`src/rtl/izigzag_pkg.sv`:
```
// izigzag_pkg: shared constants and types for the inverse-zigzag reorder buffer.
// ZZ2RASTER maps a zigzag scan index to its raster (row-major) position;
// RASTER2ZZ is the inverse mapping.
package izigzag_pkg;

   localparam int BLK = 64;

   typedef logic [5:0] coef_idx_t;

   localparam coef_idx_t ZZ2RASTER [BLK] = '{
      6'd0,  6'd1,  6'd8,  6'd16, 6'd9,  6'd2,  6'd3,  6'd10,
      6'd17, 6'd24, 6'd32, 6'd25, 6'd18, 6'd11, 6'd4,  6'd5,
      6'd12, 6'd19, 6'd26, 6'd33, 6'd40, 6'd48, 6'd41, 6'd34,
      6'd27, 6'd20, 6'd13, 6'd6,  6'd7,  6'd14, 6'd21, 6'd28,
      6'd35, 6'd42, 6'd49, 6'd56, 6'd57, 6'd50, 6'd43, 6'd36,
      6'd29, 6'd22, 6'd15, 6'd23, 6'd30, 6'd37, 6'd44, 6'd51,
      6'd58, 6'd59, 6'd52, 6'd45, 6'd38, 6'd31, 6'd39, 6'd46,
      6'd53, 6'd60, 6'd61, 6'd54, 6'd47, 6'd55, 6'd62, 6'd63
   };

   localparam coef_idx_t RASTER2ZZ [BLK] = '{
      6'd0,  6'd1,  6'd5,  6'd6,  6'd14, 6'd15, 6'd27, 6'd28,
      6'd2,  6'd4,  6'd7,  6'd13, 6'd16, 6'd26, 6'd29, 6'd42,
      6'd3,  6'd8,  6'd12, 6'd17, 6'd25, 6'd30, 6'd41, 6'd43,
      6'd9,  6'd11, 6'd18, 6'd24, 6'd31, 6'd40, 6'd44, 6'd53,
      6'd10, 6'd19, 6'd23, 6'd32, 6'd39, 6'd45, 6'd52, 6'd54,
      6'd20, 6'd22, 6'd33, 6'd38, 6'd46, 6'd51, 6'd55, 6'd60,
      6'd21, 6'd34, 6'd37, 6'd47, 6'd50, 6'd56, 6'd59, 6'd61,
      6'd35, 6'd36, 6'd48, 6'd49, 6'd57, 6'd58, 6'd62, 6'd63
   };

endpackage

```
`src/rtl/izigzag_buffer_bank_ctrl.sv`:
```
// izz_bank_ctrl: one side (write or read) of the ping-pong buffer.
// Keeps the coefficient counter and bank pointer for that side, and reports
// which bank (one-hot) completes a block this cycle so the top can set or
// clear that bank's full flag.
module izz_bank_ctrl
   import izigzag_pkg::*;
(
   input  logic       clk,
   input  logic       rst_n,
   input  logic       step,
   input  logic       restart,
   output coef_idx_t  cnt,
   output logic       bank,
   output logic [1:0] done_mask
);

   logic wrap;

   // A block completes when the last index is consumed without a restart
   assign wrap      = step & ~restart & (cnt == coef_idx_t'(BLK - 1));
   assign done_mask = wrap ? (bank ? 2'b10 : 2'b01) : 2'b00;

   // Advance the counter on each handshake; a restart reloads it just past index 0
   always_ff @(posedge clk or negedge rst_n) begin
      if (!rst_n) begin
         cnt  <= '0;
         bank <= 1'b0;
      end else if (step) begin
         if (restart) begin
            cnt <= coef_idx_t'(1);
         end else begin
            cnt <= cnt + coef_idx_t'(1);
         end
         if (wrap) begin
            bank <= ~bank;
         end
      end
   end

endmodule

```
`src/rtl/izigzag_buffer.sv`:
```
// izigzag_buffer: accepts 8x8 coefficient blocks in zigzag order and emits
// them in raster order through two ping-pong banks (one fills, one drains).
// Optional macro IZZ_SOB_CHECK_EN adds in_sob / sync_err block alignment check.
module izigzag_buffer
   import izigzag_pkg::*;
#(
   parameter int DW    = 12,
   parameter int NBANK = 2
)(
   input  logic          clk,
   input  logic          rst_n,
   input  logic          in_valid,
   output logic          in_ready,
   input  logic [DW-1:0] in_data,
   output logic          out_valid,
   input  logic          out_ready,
   output logic [DW-1:0] out_data,
   output logic          out_sob,
   output logic          out_eob
`ifdef IZZ_SOB_CHECK_EN
   ,
   input  logic          in_sob,
   output logic          sync_err
`endif
);

   if (NBANK != 2) begin : g_bad_nbank
      $error("izigzag_buffer: NBANK must be 2");
   end

   logic          active;
   logic [1:0]    full;
   coef_idx_t     wr_cnt;
   coef_idx_t     rd_cnt;
   logic          wr_bank;
   logic          rd_bank;
   logic [1:0]    wr_done;
   logic [1:0]    rd_done;
   logic          wr_fire;
   logic          rd_fire;
   logic          wr_restart;
   coef_idx_t     wr_addr;
   logic [DW-1:0] mem [NBANK][BLK];

   assign in_ready  = active & ~full[wr_bank];
   assign wr_fire   = in_valid & in_ready;
   assign out_valid = full[rd_bank];
   assign rd_fire   = out_valid & out_ready;
   assign out_data  = out_valid ? mem[rd_bank][rd_cnt] : '0;
   assign out_sob   = out_valid & (rd_cnt == coef_idx_t'(0));
   assign out_eob   = out_valid & (rd_cnt == coef_idx_t'(BLK - 1));

`ifdef IZZ_SOB_CHECK_EN
   // A start-of-block marker mid-block restarts the current bank at index 0
   assign wr_restart = wr_fire & in_sob & (wr_cnt != coef_idx_t'(0));

   // Flag any disagreement between the marker and the write count for one cycle
   always_ff @(posedge clk or negedge rst_n) begin
      if (!rst_n) begin
         sync_err <= 1'b0;
      end else begin
         sync_err <= wr_fire & (in_sob ? (wr_cnt != coef_idx_t'(0))
                                       : (wr_cnt == coef_idx_t'(0)));
      end
   end
`else
   assign wr_restart = 1'b0;
`endif

   assign wr_addr = wr_restart ? ZZ2RASTER[0] : ZZ2RASTER[wr_cnt];

   izz_bank_ctrl u_wr_ctrl (
      .clk       (clk),
      .rst_n     (rst_n),
      .step      (wr_fire),
      .restart   (wr_restart),
      .cnt       (wr_cnt),
      .bank      (wr_bank),
      .done_mask (wr_done)
   );

   izz_bank_ctrl u_rd_ctrl (
      .clk       (clk),
      .rst_n     (rst_n),
      .step      (rd_fire),
      .restart   (1'b0),
      .cnt       (rd_cnt),
      .bank      (rd_bank),
      .done_mask (rd_done)
   );

   // Hold off the writer until the first clock after reset has been released
   always_ff @(posedge clk or negedge rst_n) begin
      if (!rst_n) begin
         active <= 1'b0;
      end else begin
         active <= 1'b1;
      end
   end

   // Writer sets a bank's flag on completion, reader clears on drain; both may apply at once
   always_ff @(posedge clk or negedge rst_n) begin
      if (!rst_n) begin
         full <= '0;
      end else begin
         full <= (full | wr_done) & ~rd_done;
      end
   end

   // Coefficient storage, written at the raster position of the incoming zigzag index
   always_ff @(posedge clk) begin
      if (wr_fire) begin
         mem[wr_bank][wr_addr] <= in_data;
      end
   end

endmodule

```
`config.mk`:
```
export PLATFORM = sky130hd
export DESIGN_NAME = izigzag_buffer
export DESIGN_NICKNAME = d
export VERILOG_FILES = /design/src/rtl/izigzag_pkg.sv /design/src/rtl/izigzag_buffer_bank_ctrl.sv /design/src/rtl/izigzag_buffer.sv
export SDC_FILE = /design/constraint.sdc
export NUM_CORES = 2
export LEC_CHECK = 0
export CORE_ASPECT_RATIO = 1.4
export CORE_MARGIN = 2
export CORE_UTILIZATION = 60
export CTS_BUF_LIST = sky130_fd_sc_hd__clkbuf_4 sky130_fd_sc_hd__clkbuf_8 sky130_fd_sc_hd__clkbuf_16
export CTS_CLUSTER_DIAMETER = 40
export DETAILED_ROUTE_END_ITERATION = 16
export HOLD_SLACK_MARGIN = 0.02
export PLACE_DENSITY = 0.86
export SLEW_MARGIN = 20
export SYNTH_ARGS = -nofsm -noshare
export SYNTH_HDL_FRONTEND = slang
export SYNTH_SLANG_ARGS = --single-unit
```
`constraint.sdc`:
```
create_clock -name clk -period 6.2 [get_ports clk]
set_clock_uncertainty 0.2 [all_clocks]
set_input_delay 1.24 -clock clk [delete_from_list [all_inputs] [get_ports clk]]
set_output_delay 1.24 -clock clk [all_outputs]
set_load 0.1 [all_outputs]
```
Word level (Yosys, flattened, before mapping) --
Memory sizes are Yosys's and may differ from the RTL's. Cells that the tools add are included.
Cells by class: equality and inequality tests 2, div/mod/pow operators 0, shift operators 0, reductions and logical operators 4, $add $sub $neg 2, multiplexer cells 18, order comparisons 6, bitwise gates (word level) 16, $mul 0
Operators with widths (number):
- 768-bit 2-to-1 mux | 1
- 12-bit binary-select mux with 6-bit select | 1
- 12-bit demux with 6-bit select | 1
- 12-bit 2-to-1 mux | 4
- 7-bit >= comparator (second input constant) | 3
- 6-bit NOT with 7-bit output | 3
- 6-bit by 1-bit adder with 6-bit output (second input constant) | 2
- 6-bit equality test (second input constant) | 2
- 6-bit 2-to-1 mux | 2
- 2-bit 2-to-1 mux | 4
- 1-bit AND | 7
- 7-bit by 1-bit < comparator with 1-bit output (second input constant) | 1
- 6-bit zero test | 1
- 1-bit 2-to-1 mux | 5
- 1-bit by 2-bit < comparator with 1-bit output (second input constant) | 2
- 2-bit AND reduction | 2
- 1-bit NOT | 3
- 2-bit AND | 1
- 2-bit NOT | 1
- 2-bit bitwise OR | 1
- 1-bit logical AND | 1
Storage, ports and cells: register bits 17, input bits 16, bits in writable memories 1536, output and inout bits 16, memories kept 2, ROM bits 384, latch bits 0, word-level logic and storage cells 56
Memory list:
- mem | words 2, bits a word 768, read ports 1, clocked after Yosys merged registers in 0, wr ports 1, line izigzag_buffer.sv:43 | logic [DW-1:0] mem [NBANK][BLK];
- (no name shown) | words 64, bits a word 6, read ports 1, clocked after Yosys merged registers in 0, wr ports 0, line izigzag_buffer.sv:70 | assign wr_addr = wr_restart ? ZZ2RASTER[0] : ZZ2RASTER[wr_cnt];

Logic depth before layout (Yosys ltp) --
depth in word-level cells 10, gate-level depth with buffers 12, gate-level depth less buffers 9

By module --
Synthesis repeated with hierarchy kept, for this count alone.
Second synthesis, totals: cells, all modules 3104, area, all modules 61220.0 um2
By module, submodules not included:
- izigzag_buffer | times used 1, area an instance 60494.3 um2, cells each 3038, sequential area each 46199.3 um2
- izz_bank_ctrl | times used 2, area an instance 362.8 um2, cells each 33, sequential area each 175.2 um2

Worst setup path before layout --
OpenSTA, ideal clock, no wires.
kind register to output, from register u_rd_ctrl.bank, to output port out_data[8], slack 0.612 ns, buffers on the path 6, data required time 4.760 ns, stages on the path, launching flop included 11, arrival 4.148 ns, path through dfrtp_1 -> buf_4 -> buf_12 -> buf_6 -> buf_6 -> buf_6 -> buf_4 -> mux2i_1 -> a22oi_1 -> a31oi_1 -> a311oi_1
Between the ends: word-level cells in the longest chain between the ends 5, elaborated cells on any way between the ends 7, those cells by class mux (6); memory (1)
Ends and longest elaborated chain:
- from (decl) | line izigzag_buffer_bank_ctrl.sv:13 | output logic bank,
- from (signal assigned) | line izigzag_buffer_bank_ctrl.sv:35 | bank <= ~bank;
- memory 2 x 768 bit
- 12-bit binary-select mux with 6-bit select | line izigzag_buffer.sv:49 | assign out_data = out_valid ? mem[rd_bank][rd_cnt] : '0;
- 12-bit 2-to-1 mux (not written as such) (2 in a row) | line izigzag_buffer.sv:49
- 12-bit 2-to-1 mux * | line izigzag_buffer.sv:49
- to (decl) | line izigzag_buffer.sv:17 | output logic [DW-1:0] out_data,
Mark *: on every way between the ends. The rest lies on a longest branch, timed or not. The select of a mux whose other input is x is not followed.

Final worst setup path --
from register u_rd_ctrl.cnt[4], to output port out_data[2]
Between the ends: word-level cells in the longest chain between the ends 5
Ends and longest elaborated chain:
- from (decl) | line izigzag_buffer_bank_ctrl.sv:12 | output coef_idx_t cnt,
- from (signal assigned) | line izigzag_buffer_bank_ctrl.sv:30 | cnt <= coef_idx_t'(1);
- from (signal assigned) | line izigzag_buffer_bank_ctrl.sv:32 | cnt <= cnt + coef_idx_t'(1);
- 6-bit NOT with 7-bit output (not written as such) | line izigzag_buffer.sv:49
- 12-bit binary-select mux with 6-bit select | line izigzag_buffer.sv:49
- 12-bit 2-to-1 mux (not written as such) (2 in a row) | line izigzag_buffer.sv:49
- 12-bit 2-to-1 mux | line izigzag_buffer.sv:49
No other way between the ends. The select of a mux whose other input is x is not followed.

==> results.md <==
- Status: finished, violations left
- Failing checks: negative setup slack
- DR vias: 34700
- Final HPWL DP: 102 mm
- CTS tree: built
- Root buffer cell: clkbuf_16
- Via density: 7.39
- Top-area cell type share of the netlist area: 0.753
- Startpoint Class: register
- Comb power frac: 0.098
- F_max: 0.156 GHz
- Net Sw Frac: 0.249
- Slew @ Worst Pin: 1.28 ns
- CTS Hold Bufs: 0
- Sequential share of power: 0.517
- IO Port Bufs: 31
- Psw: 5710 uW
- Max_cap viols: 0
- Initial antenna violation count: 10
- Hold Vio Cnt, Final: 0
- Max incr delay on CP: 1.20 ns
- Worst hold-check path type: primary input to asynchronous set/reset pin
- H-tree depth: 4
- CP top delay family: compound AO/OA/AOI/OAI gates
- Finished Layout Cells: 4691
- Number of buffers created by CTS: 138
- Final wirelength: 181 mm
- Power density over the cells: 333 nW/um2
- Worst-path fanout max: 17
- Synth Instances: 3011
- GR Util All Layers: 0.350
- Clock sink count: 1553
- Clock share of power: 0.385
- Clk Latency, worst-skew pair: 0.78 ns
- Asr flop ratio synth: 0.0109
- # DRC: 0
- Arr. time, crit path: 4.98 ns
- Prevailing post-synth register cell: edfxtp_1
- Post-synth EDFFs: 1536
- Placed Cells: 4425
- Global-route wire length before repair: 255 mm
- GP Congestion: 0.943
- Avg Cell Area, Syn: 20.3 um2
- Setup violators final: 8
- Number of fill cells: 5679
- Die area: 105000 um2
- LEAKAGE: 0.0212 uW
- Final min period: 6.42 ns
- Clock slew seen by the registers of the worst setup and hold paths: 0.07 ns
- Fin crit share: 1.04
- Most frequent cell after synthesis: edfxtp_1
- Warning count from the yosys run: 0
- Routed len/inst: 38.5 um
- Max-slew violations: 0
- Post-Synthesis Cell Area: 61300 um2
- Largest net degree at the start of global routing: 105
- DIE WIDTH: 274 um
- Drt initial violations: 6844
- Drt first pass iters: 7
- Worst setup EP type: output port
- Internal Power: 17300 uW
- Pre-CTS setup slack: 0.842 ns
- Initial Util: 0.605
- Crit path cell chain: nor2b_1, a32oi_1, a211oi_1, nor3_1, buf_4
- Largest cells by area after synthesis: edfxtp_1 75%, mux4_2 12%, mux2i_1 3.2%, a22oi_1 1.4%, nor2_1 0.91%
- Bufs and invs on worst path: 1
- Slowest library cell on the worst path: dfrtp_1
- Worst rel slew slack: 0.145
- Area leader, netlist: edfxtp_1
- Net Count, Synth: 3047
- Row count: 138
- Vias in the first global route: 34900
- Setup TNS: -1.04 ns
- GR Overflow Total: 0
- CTS Buffer Depth: 3
- Worst path required time: 4.76 ns
- Unrepaired setup endpoints after global routing: no
- Max IR drop VDD: 0.000292 V
- Layout cells sized above 1: 0.255
- Area growth from synthesis to layout: 12.5%
- Worst Slack Setup Final: -0.218 ns
- Seq/Total Area, Yosys: 0.760
- Top cells by count, synth: 1536 x edfxtp_1, 314 x mux4_2, 195 x mux2i_1
- CP Class: register to output port
- Die height: 382 um
- Antenna Violating Nets Remaining: 0
- # IOs: 32
- Fin nets: 3277
- Synth Register Bits: 1553
- Core Box Area: 101000 um2
- Library cells used by synthesis: 73
[area by class of cell]
type                    count  area [um2]  share of cell area
inverters                  11        41.3            0.000599
repair buffers            268        2280              0.0331
clock buffers             166        3700              0.0537
clock inverters            86         928              0.0135
diodes                      8        20.0            0.000290
well taps                1330        1660              0.0241
flip-flops and latches   1553       46600               0.676
multi-input cells        1269       13700               0.199
[state kept, by name, summed over array words and instances (netlist names)]
| name | flops |
|---|---|
| full | 2 |
| u_wr_ctrl.cnt | 6 |
| u_rd_ctrl.cnt | 6 |
| active | 1 |
| u_wr_ctrl.bank | 1 |
| mem | 1536 |
| u_rd_ctrl.bank | 1 |
[kinds of logic after synthesis]
logic type      Yosys count  share of synthesized area
xor+xnor                 13                    0.00186
other cells               1                  0.0000612
mux                     526                      0.150
buf+inv                 189                     0.0172
fa+ha+maj                20                    0.00409
flops                  1553                      0.760
simple gates            395                     0.0297
compound gates          314                     0.0367
[metrics by stage]
stage	hold slack (ns)	instance area, um2	util	power, uW
2_1_floorplan	0.281	61300	-	13200
3_3_place_gp	0.394	64100	0.633	14000
3_5_place_dp	0.406	64100	0.634	14100
4_1_cts	0.425	68800	0.680	22800
5_1_grt	0.269	68900	0.681	23300
6_report	0.265	68900	0.681	23000
[power by group through the flow]
stage | clock network [uW] | registers [uW] | logic, uW
2_1_floorplan | 0 | 12000 | 1180
3_3_place_gp | 0 | 12100 | 1960
3_5_place_dp | 0 | 12100 | 2030
4_1_cts | 8840 | 11900 | 2090
5_1_grt | 9180 | 11900 | 2260
6_report | 8850 | 11900 | 2250
[cell usage in the layout (no fill, tap or decap), drive strengths merged, types with 7 or more instances in the layout]
master,count
a22oi,113
edfxtp,1536
a211oi,20
nand2b,15
nor2,149
o21ai,26
nand2,102
and2,8
a22o,8
dfrtp,17
o211ai,7
nor2b,18
a21oi,37
nand3,49
diode,8
bufinv,14
inv,23
o22ai,9
buf,264
xnor2,11
ha,20
nor3,10
mux4,314
clkbuf,166
mux2i,195
mux2,17
a221oi,15
nand3b,8
nand4,8
clkinv,57
a31oi,34
[path summary, 6_finish.rpt]
| check | start | to | slack (ns) | cells past startpoint |
|---|---|---|---|---|
| worst max-delay path | u_rd_ctrl.cnt[4] | out_data[2] | -0.22 | 5 |
| worst min-delay path | rst_n | u_rd_ctrl.cnt[5] | 0.26 | 1 |
| min in group clk | full[0] | full[0] | 0.47 | 1 |
| worst min register to register | full[0] | full[0] | 0.47 | 1 |
| worst max register to register | u_wr_ctrl.cnt[0] | mem[0][79] | 1.11 | 9 |
| max in group asynchronous | rst_n | u_rd_ctrl.bank | 5.08 | 1 |
[per-layer routing]
layer / track usage / vias up / routed length (um)
li1: - / 12900 / -
met1: 0.415 / 17100 / 52700
met2: 0.544 / 3659 / 85300
met3: 0.112 / 965 / 25500
met4: 0.250 / 16 / 16900
met5: 0 / - / 103
[what timing repair did]
action / 4_1_cts / 5_1_grt
buffers inserted: 1 / 5
gates resized for setup: 1 / 2
pin swaps: 0 / 1
setup endpoints to repair: 2 / 5
No activity file was read; power rests on OpenSTA's default activity.
